[src/rtl/camera_config_pkg.sv]
// -----------------------------------------------------------------------------
// camera_config_pkg
//   Shared definitions for the camera configuration slice: the sequencer state
//   encoding and the two reserved table-word patterns (end marker, delay tag).
// -----------------------------------------------------------------------------
package camera_config_pkg;

  typedef enum logic [2:0] {
    IDLE,
    FETCH,
    DECODE,
    ISSUE,
    WAIT_ACCEPT,
    WAIT_DONE,
    DELAY,
    FINISH
  } cfg_state_e;

  // Whole-word end-of-table marker.
  localparam logic [15:0] CFG_END       = 16'hFFFF;
  // Upper byte tagging a settle-delay entry; the lower byte is the unit count.
  localparam logic [7:0]  CFG_DELAY_TAG = 8'hFE;

  function automatic logic is_delay_entry(input logic [15:0] word);
    return (word[15:8] == CFG_DELAY_TAG);
  endfunction

endpackage

[src/rtl/camera_config_sequencer.sv]
// -----------------------------------------------------------------------------
// camera_config_sequencer
//   Walks the camera-init table one entry at a time and hands each register
//   write to the I2C write master. Table entries are either a {reg, data}
//   write, a settle delay (FExx = xx * DELAY_UNIT cycles) or the end marker
//   (FFFF). config_done_o releases the capture pipeline once a sequence has
//   completed; error_o reports a sequence abandoned on an I2C timeout.
//
// Ports
//   clk_i             system clock (single clock domain)
//   reset_ni          asynchronous active-low reset, deasserted synchronously
//   start_i           level request, acted on only while idle
//   rom_addr_o        table address (current index)
//   rom_data_i        table word, one cycle after rom_addr_o
//   i2c_write_data_o  {reg, data} presented to the I2C master
//   i2c_valid_o       write request to the I2C master
//   i2c_ready_i       I2C master idle
//   i2c_done_i        I2C transfer complete (pulse, ~one slow-clock period)
//   busy_o            sequence in progress
//   config_done_o     sticky: last sequence completed cleanly
//   error_o           sticky: last sequence aborted on timeout
// -----------------------------------------------------------------------------
module camera_config_sequencer
  import camera_config_pkg::*;
#(
  parameter int unsigned ROM_AW       = 6,
  parameter int unsigned DELAY_UNIT   = 100_000,
  parameter int unsigned DONE_TIMEOUT = 2_000_000
) (
  input  logic              clk_i,
  input  logic              reset_ni,
  input  logic              start_i,
  output logic [ROM_AW-1:0] rom_addr_o,
  input  logic [15:0]       rom_data_i,
  output logic [15:0]       i2c_write_data_o,
  output logic              i2c_valid_o,
  input  logic              i2c_ready_i,
  input  logic              i2c_done_i,
  output logic              busy_o,
  output logic              config_done_o,
  output logic              error_o
);

  localparam int unsigned DLY_W = $clog2(255 * DELAY_UNIT + 1);
  localparam int unsigned TMO_W = $clog2(DONE_TIMEOUT + 1);

  // ---------------------------------------------------------------------------
  // Reset: assertion reaches every flop at once, release is retimed to clk_i.
  // ---------------------------------------------------------------------------
  logic [1:0] rst_sync_q;
  logic       rst_n;

  // NOTE: every clocked block uses non-blocking assignments so all flops see
  // the pre-edge values of each other regardless of evaluation order.
  always_ff @(posedge clk_i or negedge reset_ni) begin
    if (!reset_ni) rst_sync_q <= '0;
    else           rst_sync_q <= {rst_sync_q[0], 1'b1};
  end

  assign rst_n = rst_sync_q[1];

  // ---------------------------------------------------------------------------
  // State and datapath registers
  // ---------------------------------------------------------------------------
  cfg_state_e        state_q, state_d;
  logic [ROM_AW-1:0] idx_q;
  logic [15:0]       wdata_q;
  logic [DLY_W-1:0]  dly_q;
  logic [TMO_W-1:0]  tmo_q;
  logic              done_q;
  logic              valid_q, busy_q, cfg_done_q, err_q;

  // FSM strobes
  logic start_seq, advance, idx_inc, ld_wdata, ld_delay, tmo_clr;
  logic set_done, set_err;

  logic done_rise, tmo_expired, last_entry;
  logic [DLY_W-1:0] delay_load;

  // done_q is the previous-cycle sample, so a done level already present when
  // WAIT_DONE is entered never looks like a fresh completion.
  assign done_rise   = i2c_done_i & ~done_q;
  assign tmo_expired = (tmo_q == TMO_W'(DONE_TIMEOUT - 1));
  assign last_entry  = (idx_q == {ROM_AW{1'b1}});
  // The DELAY state spends (count + 1) cycles, so load one less than the wait.
  assign delay_load  = DLY_W'(rom_data_i[7:0]) * DLY_W'(DELAY_UNIT) - DLY_W'(1);

  always_ff @(posedge clk_i or negedge rst_n) begin
    if (!rst_n) state_q <= IDLE;
    else        state_q <= state_d;
  end

  // NOTE: every output of this block is given a default before the case so no
  // path leaves a signal unassigned, which would otherwise infer a latch.
  always_comb begin
    state_d   = state_q;
    start_seq = 1'b0;
    advance   = 1'b0;
    idx_inc   = 1'b0;
    ld_wdata  = 1'b0;
    ld_delay  = 1'b0;
    tmo_clr   = 1'b0;
    set_done  = 1'b0;
    set_err   = 1'b0;

    case (state_q)
      IDLE: begin
        if (start_i) begin
          start_seq = 1'b1;
          state_d   = FETCH;
        end
      end

      FETCH: state_d = DECODE;

      DECODE: begin
        if (rom_data_i == CFG_END) begin
          state_d = FINISH;
        end else if (is_delay_entry(rom_data_i)) begin
          // A zero-length delay moves straight on, keeping FETCH-to-FETCH at 2.
          if (rom_data_i[7:0] == 8'd0) begin
            advance = 1'b1;
          end else begin
            ld_delay = 1'b1;
            state_d  = DELAY;
          end
        end else begin
          ld_wdata = 1'b1;
          state_d  = ISSUE;
        end
      end

      ISSUE: begin
        if (i2c_ready_i) begin
          tmo_clr = 1'b1;
          state_d = WAIT_ACCEPT;
        end
      end

      WAIT_ACCEPT: begin
        if (tmo_expired) begin
          set_err = 1'b1;
          state_d = IDLE;
        end else if (!i2c_ready_i) begin
          state_d = WAIT_DONE;
        end
      end

      WAIT_DONE: begin
        if (done_rise) begin
          advance = 1'b1;
        end else if (tmo_expired) begin
          set_err = 1'b1;
          state_d = IDLE;
        end
      end

      DELAY: begin
        if (dly_q == '0) advance = 1'b1;
      end

      FINISH: begin
        set_done = 1'b1;
        state_d  = IDLE;
      end

      default: state_d = IDLE;
    endcase

    // The final table slot ends the sequence instead of wrapping to entry 0.
    if (advance) begin
      if (last_entry) begin
        state_d = FINISH;
      end else begin
        idx_inc = 1'b1;
        state_d = FETCH;
      end
    end
  end

  always_ff @(posedge clk_i or negedge rst_n) begin
    if (!rst_n) begin
      idx_q      <= '0;
      wdata_q    <= '0;
      dly_q      <= '0;
      tmo_q      <= '0;
      done_q     <= 1'b0;
      valid_q    <= 1'b0;
      busy_q     <= 1'b0;
      cfg_done_q <= 1'b0;
      err_q      <= 1'b0;
    end else begin
      done_q  <= i2c_done_i;
      // Request and busy are registered off the next state so the slow I2C
      // master samples glitch-free levels with no added latency.
      valid_q <= (state_d == WAIT_ACCEPT);
      busy_q  <= (state_d != IDLE);

      if (start_seq)    idx_q <= '0;
      else if (idx_inc) idx_q <= idx_q + ROM_AW'(1);

      if (ld_wdata) wdata_q <= rom_data_i;

      if (ld_delay)                                dly_q <= delay_load;
      else if (state_q == DELAY && dly_q != '0)    dly_q <= dly_q - DLY_W'(1);

      // One budget covers both acceptance and completion of a write.
      if (tmo_clr)                                          tmo_q <= '0;
      else if (state_q == WAIT_ACCEPT || state_q == WAIT_DONE) tmo_q <= tmo_q + TMO_W'(1);

      if (start_seq) begin
        cfg_done_q <= 1'b0;
        err_q      <= 1'b0;
      end else begin
        if (set_done) cfg_done_q <= 1'b1;
        if (set_err)  err_q      <= 1'b1;
      end
    end
  end

  assign rom_addr_o       = idx_q;
  assign i2c_write_data_o = wdata_q;
  assign i2c_valid_o      = valid_q;
  assign busy_o           = busy_q;
  assign config_done_o    = cfg_done_q;
  assign error_o          = err_q;

endmodule

[config.mk]
export PLATFORM = sky130hd
export DESIGN_NAME = camera_config_sequencer
export DESIGN_NICKNAME = d
export VERILOG_FILES = /design/src/rtl/camera_config_pkg.sv /design/src/rtl/camera_config_sequencer.sv
export SDC_FILE = /design/constraint.sdc
export NUM_CORES = 1
export LEC_CHECK = 0
export CAP_MARGIN = 40
export CORE_MARGIN = 5
export CORE_UTILIZATION = 31
export CTS_CLUSTER_SIZE = 10
export DETAILED_ROUTE_END_ITERATION = 10
export PLACE_DENSITY = 0.6
export RECOVER_POWER = 25
export REMOVE_ABC_BUFFERS = 1
export SLEW_MARGIN = 20
export SYNTH_ARGS = -nofsm -noshare
export SYNTH_HDL_FRONTEND = slang
export SYNTH_SLANG_ARGS = --single-unit
[constraint.sdc]
create_clock -name clk_i -period 2.14 [get_ports clk_i]
set_input_delay 0.214 -clock clk_i [delete_from_list [all_inputs] [get_ports clk_i]]
set_output_delay 0.214 -clock clk_i [all_outputs]
set_load 0.01 [all_outputs]
==> flow_summary.ini, run 1 <==
[logic_synthesis]
yosysWarningCount = 0
avg_inst_size_synth_sq_um = 9.323
synthCells = 627
synth_top_area_cells = sky130_fd_sc_hd__dfrtp_1 (33%), sky130_fd_sc_hd__ha_1 (13%), sky130_fd_sc_hd__xor2_1 (5.8%)
combinational_family_with_the_most_area_after_synthesis = simple AND/OR/NAND/NOR gates
synth-compound-area-share = 0.1132
synth-seq-cells = 78
postSynth.topFlopCell = sky130_fd_sc_hd__dfrtp_1
synth-xor-area-share = 0.1064
ys_seq_area_frac = 0.3339
synth-edff-count = 0
yosys.cell_types.count = 61
post_syn_area_sq_um = 5846
post-synth-top-area-cell = sky130_fd_sc_hd__dfrtp_1
synth_largest_type_area_fraction = 0.3339
post_synth_mux_area_share = 0.02890
async_flop_share = 1.000
synthSimpleGateAreaFrac = 0.2160
area_share_of_fa_ha_maj_cells_after_synthesis = 0.1738

[setup_path]
path_class = input port to flip-flop
startpoint = rom_data_i[4]
start_kind = input port
cp-end-kind = flip-flop
cp_data_arrival_time_ps = 3870
worst-endpoint-required_ps = 2360
timing.critical_path.fanout_max = 4
critical_path.reg2reg.startpoint = dly_q[5]

[power_and_ir_drop]
static-leakage-power_nw = 4.188
power_density_nw_per_um2 = 994.4
pwr_total_mw = 9.326
peak_supply_drop_mv = 0.5443

[grt]
grt_antenna_before_repair = 0
total_routing_usage_reported_by_global_routing = 0.1485
wire_length_of_the_first_global_routing_pass_microns = 26400
maximum_number_of_pins_on_one_net_before_global_route_repair = 41
vias_in_the_first_global_route = 5536
grt_overflow_total = 0

[place]
dpl-instance-area_sq_um = 7895
globalplace.congestion = 0.8726
io_buffers = 46
dp_hpwl_microns = 12040
dpl_worst_slack_ps = -2432
post-place-cells = 1066

[drt]
routed_wire_length_per_instance_microns = 15.18
drt-initial-drc-count = 308
finalWirelength_microns = 16760
number_of_routed_nets_with_antenna_violations = 0
route.vias.total = 5418
drt_pass1_iterations = 4
drc_errors = 0
detail_route.vias_per_cell = 4.908

[clocking]
clock_tree.buffer_depth = 2
cts.htree.levels = 3
cts_buffers = 9
cts_tree = built
cts_num_sinks = 78
hold_buffers = 0
cts_root_buffer_type = sky130_fd_sc_hd__clkbuf_16
clkLatencyLatePin_ps = 350
path_clk_slew_ps = 70

[floorplanning]
std_cell_rows = 50
io-pin-count = 47
die_h_microns = 147.3
floorplan.initialDensity = 0.3136
die_x_microns = 147.3
design.die.area_sq_um = 21700
placeableCoreArea_sq_um = 18640

[timing]
timing.max_slew.rel_slack = -0.06246
final_period_minus_worst_setup_slack_ps = 3655
timing.clock.skew_ps = 6.511
tightest_slew_ps = 1594
rsz0062_at_grt = true
report.final.hold_viol_count = 0
maxClockFrequency_mhz = 273.6
setup_slack_ps = -1515
timing.final.max_slew_violations = 41
setup-tns-final_ps = -22400
setup_viol_count_final = 35
fin_hold_ws_ps = 93.09
period_share = 1.708

[cells_and_area]
final-instance-count-excl-fill = 1104
design_area_sq_um = 9379
postLayoutCoreUtil = 0.5031
areaGrowthSynthToFinish_pct = 60.45
insertedDiodeCount = 0
post_route_cells_drive_above_1_share = 0.4057
final_nets = 960

[min_path]
min_path_type = input port to async pin

[flow_run]
cap_viol_max_count = 1

[outcome]
failed_checks = capacitance limit, slew limit, setup timing
outcome = complete, but fails checks
==> cell usage in the layout, fill, tap and decap left out, types with 7 or more instances in the layout <==
cell	n
sky130_fd_sc_hd__ha_4	20
sky130_fd_sc_hd__dfrtp_1	78
sky130_fd_sc_hd__xnor2_1	16
sky130_fd_sc_hd__a21oi_1	21
sky130_fd_sc_hd__fa_1	10
sky130_fd_sc_hd__xor2_1	35
sky130_fd_sc_hd__mux2i_1	8
sky130_fd_sc_hd__inv_1	19
sky130_fd_sc_hd__mux2_2	7
sky130_fd_sc_hd__buf_6	27
sky130_fd_sc_hd__nand3_1	12
sky130_fd_sc_hd__nand4_1	18
sky130_fd_sc_hd__nand2_1	52
sky130_fd_sc_hd__o21ai_1	8
sky130_fd_sc_hd__nor2b_1	7
sky130_fd_sc_hd__and3_1	7
sky130_fd_sc_hd__xnor2_2	13
sky130_fd_sc_hd__nor3_1	10
sky130_fd_sc_hd__buf_4	172
sky130_fd_sc_hd__o21ai_0	15
sky130_fd_sc_hd__ha_1	42
sky130_fd_sc_hd__nor2_1	51
sky130_fd_sc_hd__o211ai_1	7
sky130_fd_sc_hd__clkbuf_16	9
sky130_fd_sc_hd__clkdlybuf4s50_1	36
==> repair_timing <==
| item | in CTS | in global routing |
|---|---|---|
| pin swaps | 72 | 74 |
| resized for setup | 145 | 74 |
| endpoints found under the setup margin | 51 | 55 |
| setup buffers | 18 | 12 |
==> power by group <==
part / switching [mW] / total (mW) / leakage (nW) / internal, mW
logic: 2.64 / 5.70 / 3.10 / 3.06
registers: 0.207 / 2.00 / 0.939 / 1.79
clock network: 0.692 / 1.62 / 0.151 / 0.933
==> kinds of logic after synthesis <==
kind of cell    after synthesis
xor+xnor                     71
simple gates                243
compound gates              102
flops                        78
other cells                   1
buf+inv                      42
fa+ha+maj                    74
mux                          16
==> state kept, by name (all words and copies together) (netlist names) <==
signal and count:
done_q 1, i2c_write_data_o 16, rom_addr_o 6, state_q 3
i2c_valid_o 1, tmo_q 21, busy_o 1, config_done_o 1
rst_sync_q 2, dly_q 25, error_o 1
==> Yosys cell counts (8+ instances only) <==
| cell type | instances |
|---|---|
| sky130_fd_sc_hd__ha_1 | 62 |
| sky130_fd_sc_hd__o21ai_0 | 20 |
| sky130_fd_sc_hd__fa_1 | 12 |
| sky130_fd_sc_hd__nor2b_1 | 9 |
| sky130_fd_sc_hd__nor4_1 | 9 |
| sky130_fd_sc_hd__nor3_1 | 16 |
| sky130_fd_sc_hd__nand3_1 | 15 |
| sky130_fd_sc_hd__dfrtp_1 | 78 |
| sky130_fd_sc_hd__or3_1 | 8 |
| sky130_fd_sc_hd__a21oi_1 | 29 |
| sky130_fd_sc_hd__nand2_1 | 60 |
| sky130_fd_sc_hd__mux2i_1 | 9 |
| sky130_fd_sc_hd__clkbuf_1 | 19 |
| sky130_fd_sc_hd__inv_1 | 22 |
| sky130_fd_sc_hd__nand4_1 | 18 |
| sky130_fd_sc_hd__nor2_1 | 58 |
| sky130_fd_sc_hd__xor2_1 | 39 |
| sky130_fd_sc_hd__xnor2_1 | 32 |
| sky130_fd_sc_hd__and3_1 | 8 |
==> final timing paths <==
| kind | end | slack [ps] | cells after the start |
|---|---|---|---|
| max in group asynchronous | i2c_write_data_o[14] | 420 | 1 |
| hold reg to reg | rst_sync_q[1] | 350 | 0 |
| hold / removal | rst_sync_q[1] | 90 | 1 |
| setup / recovery | dly_q[24] | -1510 | 14 |
| min in group clk_i | i2c_write_data_o[6] | 290 | 4 |
| setup reg to reg | dly_q[23] | -580 | 8 |
==> area by class of cell <==
| type | instances | area (sq um) |
|---|---|---|
| inverter | 22 | 85.08 |
| fill | 1689 | 9264 |
| tap | 234 | 292.8 |
| sequential | 78 | 1952 |
| multi-input combinational | 507 | 4647 |
| clock buffer | 9 | 225.2 |
| timing repair buffer | 247 | 2091 |
| clock inverter | 7 | 86.33 |
==> worst max-delay path: stages <==
cell and delay, ps:
sky130_fd_sc_hd__buf_8 110, sky130_fd_sc_hd__ha_4 240, sky130_fd_sc_hd__fa_1 470, sky130_fd_sc_hd__fa_1 580
sky130_fd_sc_hd__ha_4 230, sky130_fd_sc_hd__ha_4 260, sky130_fd_sc_hd__a21o_4 230, sky130_fd_sc_hd__a22o_1 230
sky130_fd_sc_hd__o22a_1 200, sky130_fd_sc_hd__mux2i_1 140, sky130_fd_sc_hd__or3_4 410, sky130_fd_sc_hd__a311oi_4 320
sky130_fd_sc_hd__a211o_1 180, sky130_fd_sc_hd__nand3_1 70
==> per-layer routing <==
metal | routed length [microns] | track usage | vias to the layer above
met5 | 0 | 0 | -
met4 | 334 | 0.05126 | 0
met3 | 323 | 0.02560 | 18
met2 | 8889 | 0.2652 | 61
met1 | 7216 | 0.1803 | 2623
li1 | - | - | 2716
Power figures use the tool's default switching activity.
==> run 2: changes to the inputs <==
--- a/config.mk
+++ b/config.mk
@@ -7,10 +7,10 @@
 export LEC_CHECK = 0
 export CAP_MARGIN = 40
 export CORE_MARGIN = 5
-export CORE_UTILIZATION = 31
+export CORE_UTILIZATION = 45
 export CTS_CLUSTER_SIZE = 10
 export DETAILED_ROUTE_END_ITERATION = 10
-export PLACE_DENSITY = 0.6
+export PLACE_DENSITY_LB_ADDON = 0.05
 export RECOVER_POWER = 25
 export REMOVE_ABC_BUFFERS = 1
 export SLEW_MARGIN = 20
==> run 2 against run 1 <==
The flow finishes with violations (setup timing). Fmax down 2.0%. Worst setup slack worse by 73 ps. Sequential cell count unchanged. Sequential power about the same. Register-to-register slack better by 40 ps. Utilization up 22 points. Critical endpoint is now dly_q[22].
==> flow_summary.ini, run 2 (synthesis gave the netlist of run 1 again) <==
[timing]
rsz0062_at_grt = true
timing.clock.skew_ps = 7.599
setup_viol_count_final = 33
tightest_slew_ps = 1046
final_period_minus_worst_setup_slack_ps = 3727
report.final.hold_viol_count = 0
timing.max_slew.rel_slack = 0.3028
period_share = 1.742
timing.final.max_slew_violations = 0
fin_hold_ws_ps = 107.2
setup-tns-final_ps = -19890
maxClockFrequency_mhz = 268.3
setup_slack_ps = -1587

[grt]
vias_in_the_first_global_route = 5826
grt_antenna_before_repair = 0
total_routing_usage_reported_by_global_routing = 0.2307
grt_overflow_total = 0
wire_length_of_the_first_global_routing_pass_microns = 28030
maximum_number_of_pins_on_one_net_before_global_route_repair = 77

[drt]
drt-initial-drc-count = 294
number_of_routed_nets_with_antenna_violations = 0
drc_errors = 0
route.vias.total = 5407
routed_wire_length_per_instance_microns = 15.99
detail_route.vias_per_cell = 5.244
drt_pass1_iterations = 4
finalWirelength_microns = 16480

[clocking]
cts_num_sinks = 78
cts_buffers = 9
cts.htree.levels = 3
cts_root_buffer_type = sky130_fd_sc_hd__clkbuf_16
path_clk_slew_ps = 60
cts_tree = built
hold_buffers = 0
clock_tree.buffer_depth = 2
clkLatencyLatePin_ps = 340

[floorplanning]
placeableCoreArea_sq_um = 12670
floorplan.initialDensity = 0.4613
design.die.area_sq_um = 15370
die_x_microns = 124.0
io-pin-count = 47
die_h_microns = 124.0
std_cell_rows = 41

[setup_path]
worst-endpoint-required_ps = 2360
max_stage_delay_ps = 460
cp-end-kind = flip-flop
buffering_stage_count_on_the_worst_path_with_inverters_included = 2
slowest_stage = sky130_fd_sc_hd__fa_2
crit_family = adder cells
cp_data_arrival_time_ps = 3950
startpoint = rom_data_i[1]
critical_path.reg2reg.startpoint = dly_q[5]
setup_slack_reg_to_reg_ps = -540
cp_cell_sequence = clkdlybuf4s15_2 > inv_1 > ha_1 > fa_2 > ha_1 > ha_1 > a2111o_1 > o22a_1 > mux2i_1 > or3_4 > a311oi_4 > xor2_1 > mux2i_1
timing.critical_path.fanout_max = 5
end_of_the_worst_register_to_register_path = dly_q[23]
start_kind = input port
path_class = input port to flip-flop
worst_r2r_path_depth = 8
most_used_cell_along_the_critical_path = sky130_fd_sc_hd__ha_1

[cells_and_area]
layout_commonest_cell = sky130_fd_sc_hd__buf_4
areaGrowthSynthToFinish_pct = 56.61
design_area_sq_um = 9155
commonest_cells_after_routing_fill_and_taps_aside = sky130_fd_sc_hd__buf_4 (166), sky130_fd_sc_hd__dfrtp_1 (77), sky130_fd_sc_hd__nor2_1 (53), sky130_fd_sc_hd__nand2_1 (52), sky130_fd_sc_hd__ha_1 (39)
largest_register_ffs = 25
post_route_cells_drive_above_1_share = 0.3946
regMostFlops = dly_q
insertedDiodeCount = 0
final_nets = 949

[place]
dp_hpwl_microns = 11870
io_buffers = 46
globalplace.congestion = 0.8868
dpl-instance-area_sq_um = 7818

[power_and_ir_drop]
peak_supply_drop_mv = 0.7043
power_density_nw_per_um2 = 992.3
pwr_total_mw = 9.085
static-leakage-power_nw = 4.112

[outcome]
failed_checks = setup timing
outcome = complete, but fails checks

[min_path]
min_path_type = input port to async pin

[flow_run]
cap_viol_max_count = 0
## run 2: report_power, final
group | switching [mW] | total (mW) | internal (mW)
clock | 0.649 | 1.57 | 0.919
combinational | 2.57 | 5.50 | 2.92
sequential | 0.228 | 2.02 | 1.79
## run 2: area by class of cell
type                       count  area [sq um]
clock inverter                 7         80.08
multi-input combinational    507          4601
sequential                    78          1953
fill                         911          3516
clock buffer                   9         225.2
inverter                      22         85.08
tap                          172         215.2
timing repair buffer         236          1996
## run 2: through the flow
stage               setup slack (ps)  instances    util
global route                   -1706       1031  0.7225
floorplan                      -1962        607       -
finish                         -1587       1031  0.7225
CTS                            -1488       1030  0.7125
global placement               -2412       1001  0.6170
detailed placement             -2589       1001  0.6170
## run 2: worst max path at each step
| stage | endpoint | depth (start not counted) |
|---|---|---|
| after floorplan | dly_q[22] | 13 |
| after global placement | dly_q[22] | 16 |
| after detailed placement | dly_q[22] | 16 |
| after CTS | dly_q[22] | 16 |
| after global routing | dly_q[22] | 16 |
| final | dly_q[22] | 13 |
## run 2: what timing repair did
action	in CTS	in global routing
gates cloned	0	0
setup buffers	15	2
resized for setup	173	28
pin swaps	94	22
endpoints found under the setup margin	52	38
## run 2: routing by layer
layer / vias up / track usage / wire, microns
met5: - / 0 / 0
met4: 0 / 0.05407 / 201
met3: 21 / 0.05086 / 537
met2: 67 / 0.4015 / 8372
met1: 2629 / 0.2926 / 7371
li1: 2690 / - / -
==> run 3: changes to the inputs <==
--- a/config.mk
+++ b/config.mk
@@ -6,8 +6,10 @@
 export NUM_CORES = 1
 export LEC_CHECK = 0
 export CAP_MARGIN = 40
+export CELL_PAD_IN_SITES_DETAIL_PLACEMENT = 0
+export CELL_PAD_IN_SITES_GLOBAL_PLACEMENT = 1
 export CORE_MARGIN = 5
-export CORE_UTILIZATION = 45
+export CORE_UTILIZATION = 42
 export CTS_CLUSTER_SIZE = 10
 export DETAILED_ROUTE_END_ITERATION = 10
 export PLACE_DENSITY_LB_ADDON = 0.05
==> run 3 against run 2 <==
The run still ends with setup timing left. Clock power about the same. Wire length fell by 1.4%. Utilization shrank 5.9 points. Combinational power grew 0.7%. Total power grew 0.74%. Critical path depth up 3. Worst setup slack better by 24 ps. First-iteration DRC count shrank 20%. Register-to-register slack improved by 70 ps. Critical endpoint unchanged. Highest routed layer unchanged.
==> flow_summary.ini, run 3 (synthesis gave the netlist of run 1 again) <==
[power_and_ir_drop]
power_density_nw_per_um2 = 1001
static-leakage-power_nw = 4.087
peak_supply_drop_mv = 0.5964

[cells_and_area]
insertedDiodeCount = 0
commonest_cells_after_routing_fill_and_taps_aside = sky130_fd_sc_hd__buf_4 (174), sky130_fd_sc_hd__dfrtp_1 (78), sky130_fd_sc_hd__nand2_1 (54), sky130_fd_sc_hd__nor2_1 (52), sky130_fd_sc_hd__xor2_1 (37)
regMostFlops = dly_q
layout_commonest_cell = sky130_fd_sc_hd__buf_4
largest_register_ffs = 25
final_nets = 956
areaGrowthSynthToFinish_pct = 56.42
final-instance-count-excl-fill = 1046
number_of_inserted_filler_cells_in_the_final_layout = 1150
post_route_cells_drive_above_1_share = 0.3926

[setup_path]
critical_path.reg2reg.startpoint = dly_q[5]
cp-endpoint = dly_q[22]
path_class = input port to flip-flop
timing.critical_path.fanout_max = 4
cp_data_arrival_time_ps = 3930
start_kind = input port
setup_slack_reg_to_reg_ps = -470
worst-endpoint-required_ps = 2370
worst_r2r_path_depth = 8
end_of_the_worst_register_to_register_path = dly_q[23]
cp-end-kind = flip-flop
startpoint = rom_data_i[4]

[clocking]
clkLatencyLatePin_ps = 340
cts_tree = built
cts_root_buffer_type = sky130_fd_sc_hd__clkbuf_16
path_clk_slew_ps = 60
hold_buffers = 0
cts.htree.levels = 3
cts_buffers = 9
clock_tree.buffer_depth = 2
cts_num_sinks = 78

[drt]
number_of_routed_nets_with_antenna_violations = 0
detail_route.vias_per_cell = 5.104
routed_wire_length_per_instance_microns = 15.54
drc_errors = 0
drt-initial-drc-count = 236
drt_pass1_iterations = 4
route.vias.total = 5339
finalWirelength_microns = 16250

[place]
io_buffers = 46
globalplace.congestion = 0.8768
dp_hpwl_microns = 12060
post-place-cells = 1007

[floorplanning]
std_cell_rows = 43
die_x_microns = 128.0
floorplan.initialDensity = 0.4244
io-pin-count = 47
placeableCoreArea_sq_um = 13770
die_h_microns = 128.0
design.die.area_sq_um = 16380

[timing]
fin_hold_ws_ps = 92.48
setup_viol_count_final = 33
rsz0062_at_grt = true
timing.final.max_slew_violations = 0
timing.max_slew.rel_slack = 0.1918
period_share = 1.731
report.final.hold_viol_count = 0
final_period_minus_worst_setup_slack_ps = 3704
maxClockFrequency_mhz = 270.0
tightest_slew_ps = 1212
timing.clock.skew_ps = 6.615
setup_slack_ps = -1564

[grt]
total_routing_usage_reported_by_global_routing = 0.2053
wire_length_of_the_first_global_routing_pass_microns = 27430
maximum_number_of_pins_on_one_net_before_global_route_repair = 47
grt_antenna_before_repair = 0
vias_in_the_first_global_route = 5724
grt_overflow_total = 0

[outcome]
outcome = complete, but fails checks
failed_checks = setup timing

[flow_run]
cap_viol_max_count = 0

[min_path]
min_path_type = input port to async pin
run 3: how the worst min path moves through the flow:
stage,from,to,slack (ps),depth (start not counted)
detailed placement,rst_sync_q[1],rom_addr_o[0],280,0
finish,reset_ni,rst_sync_q[0],90,1
CTS,reset_ni,rst_sync_q[1],20,1
global route,reset_ni,rst_sync_q[0],80,1
floorplan,reset_ni,rst_sync_q[0],-80,0
global placement,rst_sync_q[1],rom_addr_o[0],280,0
run 3: area by class of cell:
class | count | area, sq um | area share
Clock inverter | 6 | 68.82 | 0.007526
Inverter | 22 | 82.58 | 0.009031
Sequential cell | 78 | 1952 | 0.2135
Clock buffer | 10 | 239.0 | 0.02614
Tap cell | 180 | 225.2 | 0.02463
Timing Repair Buffer | 243 | 2023 | 0.2213
Multi-Input combinational cell | 507 | 4553 | 0.4979
run 3: where the power goes:
part / total, mW / internal, mW / switching, mW
registers: 2.02 / 1.79 / 0.228
clock network: 1.59 / 0.943 / 0.646
logic: 5.54 / 3.02 / 2.52
run 3: worst max-delay path, cell delays in order:
cell and delay, ps:
sky130_fd_sc_hd__buf_8 110, sky130_fd_sc_hd__ha_4 250, sky130_fd_sc_hd__ha_4 260, sky130_fd_sc_hd__inv_2 30, sky130_fd_sc_hd__fa_1 490, sky130_fd_sc_hd__inv_1 60, sky130_fd_sc_hd__fa_1 520, sky130_fd_sc_hd__ha_4 220
sky130_fd_sc_hd__a21o_4 230, sky130_fd_sc_hd__a22o_1 220, sky130_fd_sc_hd__o22a_1 200, sky130_fd_sc_hd__mux2i_1 130, sky130_fd_sc_hd__or3_4 400, sky130_fd_sc_hd__a311oi_4 330, sky130_fd_sc_hd__xor2_1 180, sky130_fd_sc_hd__mux2i_1 80
run 3: metal layers:
metal,share of wire,up-vias,routed length (microns),GRT usage
met4,0.015,0,237,0.05431
met5,0,-,0,0
li1,-,2694,-,-
met2,0.49,86,7910,0.3429
met3,0.043,15,697,0.04875
met1,0.46,2544,7407,0.2676
run 3: timing repair:
item	CTS	global route
setup buffers	14	10
endpoints found under the setup margin	52	54
cloned	0	0
resized for setup	149	45
pin swaps	68	28
run 3: per-stage QoR:
step	instance area [sq um]	utilization	TNS, ps	setup slack [ps]	power [mW]
after floorplan	5769	-	-36190	-1962	4.199
after global placement	7790	0.5656	-49480	-2411	6.177
after detailed placement	7790	0.5656	-53510	-2565	6.272
after CTS	8907	0.6467	-19610	-1505	8.770
after global routing	9144	0.6639	-24980	-1672	9.797
final	9144	0.6639	-20560	-1564	9.152
==> patch, RTL diff (config.mk and constraints of run 1) <==
Re-encode `cfg_state_e` (8 states) as one-hot, 8 bits wide.
--- a/src/rtl/camera_config_pkg.sv
+++ b/src/rtl/camera_config_pkg.sv
@@ -5,15 +5,15 @@
 // -----------------------------------------------------------------------------
 package camera_config_pkg;
 
-  typedef enum logic [2:0] {
-    IDLE,
-    FETCH,
-    DECODE,
-    ISSUE,
-    WAIT_ACCEPT,
-    WAIT_DONE,
-    DELAY,
-    FINISH
+  typedef enum logic [7:0] {
+    IDLE        = 8'b00000001,
+    FETCH       = 8'b00000010,
+    DECODE      = 8'b00000100,
+    ISSUE       = 8'b00001000,
+    WAIT_ACCEPT = 8'b00010000,
+    WAIT_DONE   = 8'b00100000,
+    DELAY       = 8'b01000000,
+    FINISH      = 8'b10000000
   } cfg_state_e;
 
   // Whole-word end-of-table marker.
Check against the original RTL: same outputs for any inputs over 10 cycles, from zero or initial values and one cycle with reset_ni low; not proved beyond that.
==> patch against run 1 <==
The run ends with negative setup slack left; highest routed layer unchanged; setup slack worse by 0.045 ns; cell area up 0.69%; via count grew 3.6%; synthesized area grew 2.4%; power is 12% lower; sequential cell count rose by 5; wire length shrank 2.0%; fmax is 1.2% lower.
==> patch: results (changes against run 1) <==
| Metric | Value |
|---|---|
| Mapped Cells | 642 (was 627) |
| Post-synthesis sequential area ratio | 0.347 (was 0.334) |
| Slew @ Worst Pin | 1.15 ns (was 1.59 ns) |
| Synth area leaders | dfrtp_1, ha_1, xor2_1, nor2_1, fa_1 (was dfrtp_1, ha_1, xor2_1, xnor2_1, fa_1) |
| CP arrival | 3.92 ns (was 3.87 ns) |
| Setup WS post-layout | -1.56 ns (was -1.51 ns) |
| Switching Fraction | 0.348 (was 0.380) |
| Initial DRC Count | 188 (was 308) |
| Vias | 5613 (was 5418) |
| HPWL Detailed | 12100 microns (was 12000 microns) |
| Clock-pin slew of the registers on the worst-case setup and hold paths | ~0.06 ns |
| Vias in the first global route | 5901 (was 5536) |
| Peak VDD IR | 0.000572 V (was 0.000544 V) |
| Setup Skew | 0.00595 ns (was 0.00651 ns) |
| R2R depth | 9 (was 8) |
| Clock Tree Root | clkbuf_16 (unchanged) |
| Register with the most flip-flops | dly_q (unchanged) |
| RD Place Congestion | 0.825 (was 0.873) |
| Pre-CTS setup slack | -2.75 ns (was -2.43 ns) |
| Final nets | 994 (was 960) |
| Outcome | complete, but fails checks (unchanged) |
| Fillers | 1672 (was 1689) |
| Failing checks | negative setup slack (was max-capacitance violations, max-slew violations, negative setup slack) |
| Non-filler cells, final | 1164 (was 1104) |
| First-pass GRT wire length | 27800 microns (was 26400 microns) |
| Setup violators final | 34 (was 35) |
| Hold WS | 0.102 ns (was 0.0931 ns) |
| Top cells by count, synth | dfrtp_1, nor2_1, ha_1 (was dfrtp_1, ha_1, nand2_1) |
| Count of different cell masters after synthesis | 59 (was 61) |
| Setup TNS | -23.18 ns (was -22.40 ns) |
| WL final | 16400 microns (was 16800 microns) |
| Largest net degree at the start of global routing | 47 (was 41) |
| P_leak | 4.23 nW (was 4.19 nW) |
| Dpl cells | 1128 (was 1066) |
| Fraction of layout cells with a size suffix above 1 | 0.416 (was 0.406) |
| Area after DPL | 8180 sq um (was 7900 sq um) |
| GRT Overall Usage | 0.153 (was 0.148) |
-- patch: cell count changes after synthesis, moves of 6 or more --
cell / before / now
xnor2_1: 32 / 25
o21ai_0: 20 / 29
nor3_1: 16 / 27
nand2_1: 60 / 49
nor2b_1: 9 / 3
mux2_2: 7 / 17
nand3_1: 15 / 29
inv_1: 22 / 28
mux2i_1: 9 / 2
nor2_1: 58 / 65
clkbuf_1: 19 / 8
-- patch: worst max-delay path: stages --
cell and delay [ns]:
buf_8 0.11, ha_4 0.24, ha_4 0.26, inv_2 0.03
fa_1 0.47, inv_1 0.05, fa_1 0.54, ha_4 0.23
a211oi_4 0.29, buf_4 0.17, a2bb2oi_2 0.13, o221ai_2 0.10
a21oi_2 0.18, nand4_1 0.12, buf_6 0.16, nor4b_4 0.33
a311o_1 0.22, o211ai_1 0.08
-- patch: power groups by stage --
stage | Clock [mW] | Combinational [mW] | Sequential (mW)
2_1_floorplan | 0 | 1.66 | 2.17
3_3_place_gp | 0 | 3.48 | 2.08
3_5_place_dp | 0 | 3.51 | 2.08
4_1_cts | 1.69 | 4.27 | 2.06
5_1_grt | 1.76 | 4.91 | 2.11
6_report | 1.64 | 4.50 | 2.06
-- patch: cells by family (layout without fill, tap and decap cells) --
kind of cell,Yosys count,in the layout,synth area share
adder cells (fa/ha/maj),74,74,0.170
AND/OR/NAND/NOR,261,261,0.220
AO/OA/AOI/OAI,106,106,0.116
other,1,1,0.000627
flip-flops,83,83,0.347
XOR/XNOR,59,59,0.0863
multiplexers,19,19,0.0353
buffers and inverters,39,301,0.0247
-- patch: final timing paths --
| kind | end | from |
|---|---|---|
| worst min-delay path | rst_sync_q[0] | reset_ni |
| worst min register to register | i2c_write_data_o[13] | rst_sync_q[1] |
| max in group asynchronous | tmo_q[6] | rst_sync_q[1] |
| worst max register to register | dly_q[16] | dly_q[12] |
| min in group clk_i | i2c_write_data_o[1] | rom_data_i[1] |
| worst max-delay path | dly_q[24] | rom_data_i[4] |
-- patch: metal layers --
layer	wire length, microns	vias up	global-route usage
li1	-	2818	-
met3	458	24	0.0328
met5	0	-	0
met1	7220	2702	0.191
met4	380	0	0.0499
met2	8370	69	0.262
-- patch: timing repair --
action	4_1_cts	5_1_grt
pin swaps	80	52
setup endpoints to repair	45	43
setup buffers	18	7
resized for setup	164	49
-- patch: final cells by class --
type                            count  area, sq um  area share
Inverter                           28          108      0.0114
Timing Repair Buffer              257         2090       0.221
Tap cell                          260          325      0.0344
Clock buffer                       10          239      0.0253
Clock inverter                      6         73.8     0.00782
Multi-Input combinational cell    520         4530       0.480
Sequential cell                    83         2080       0.220
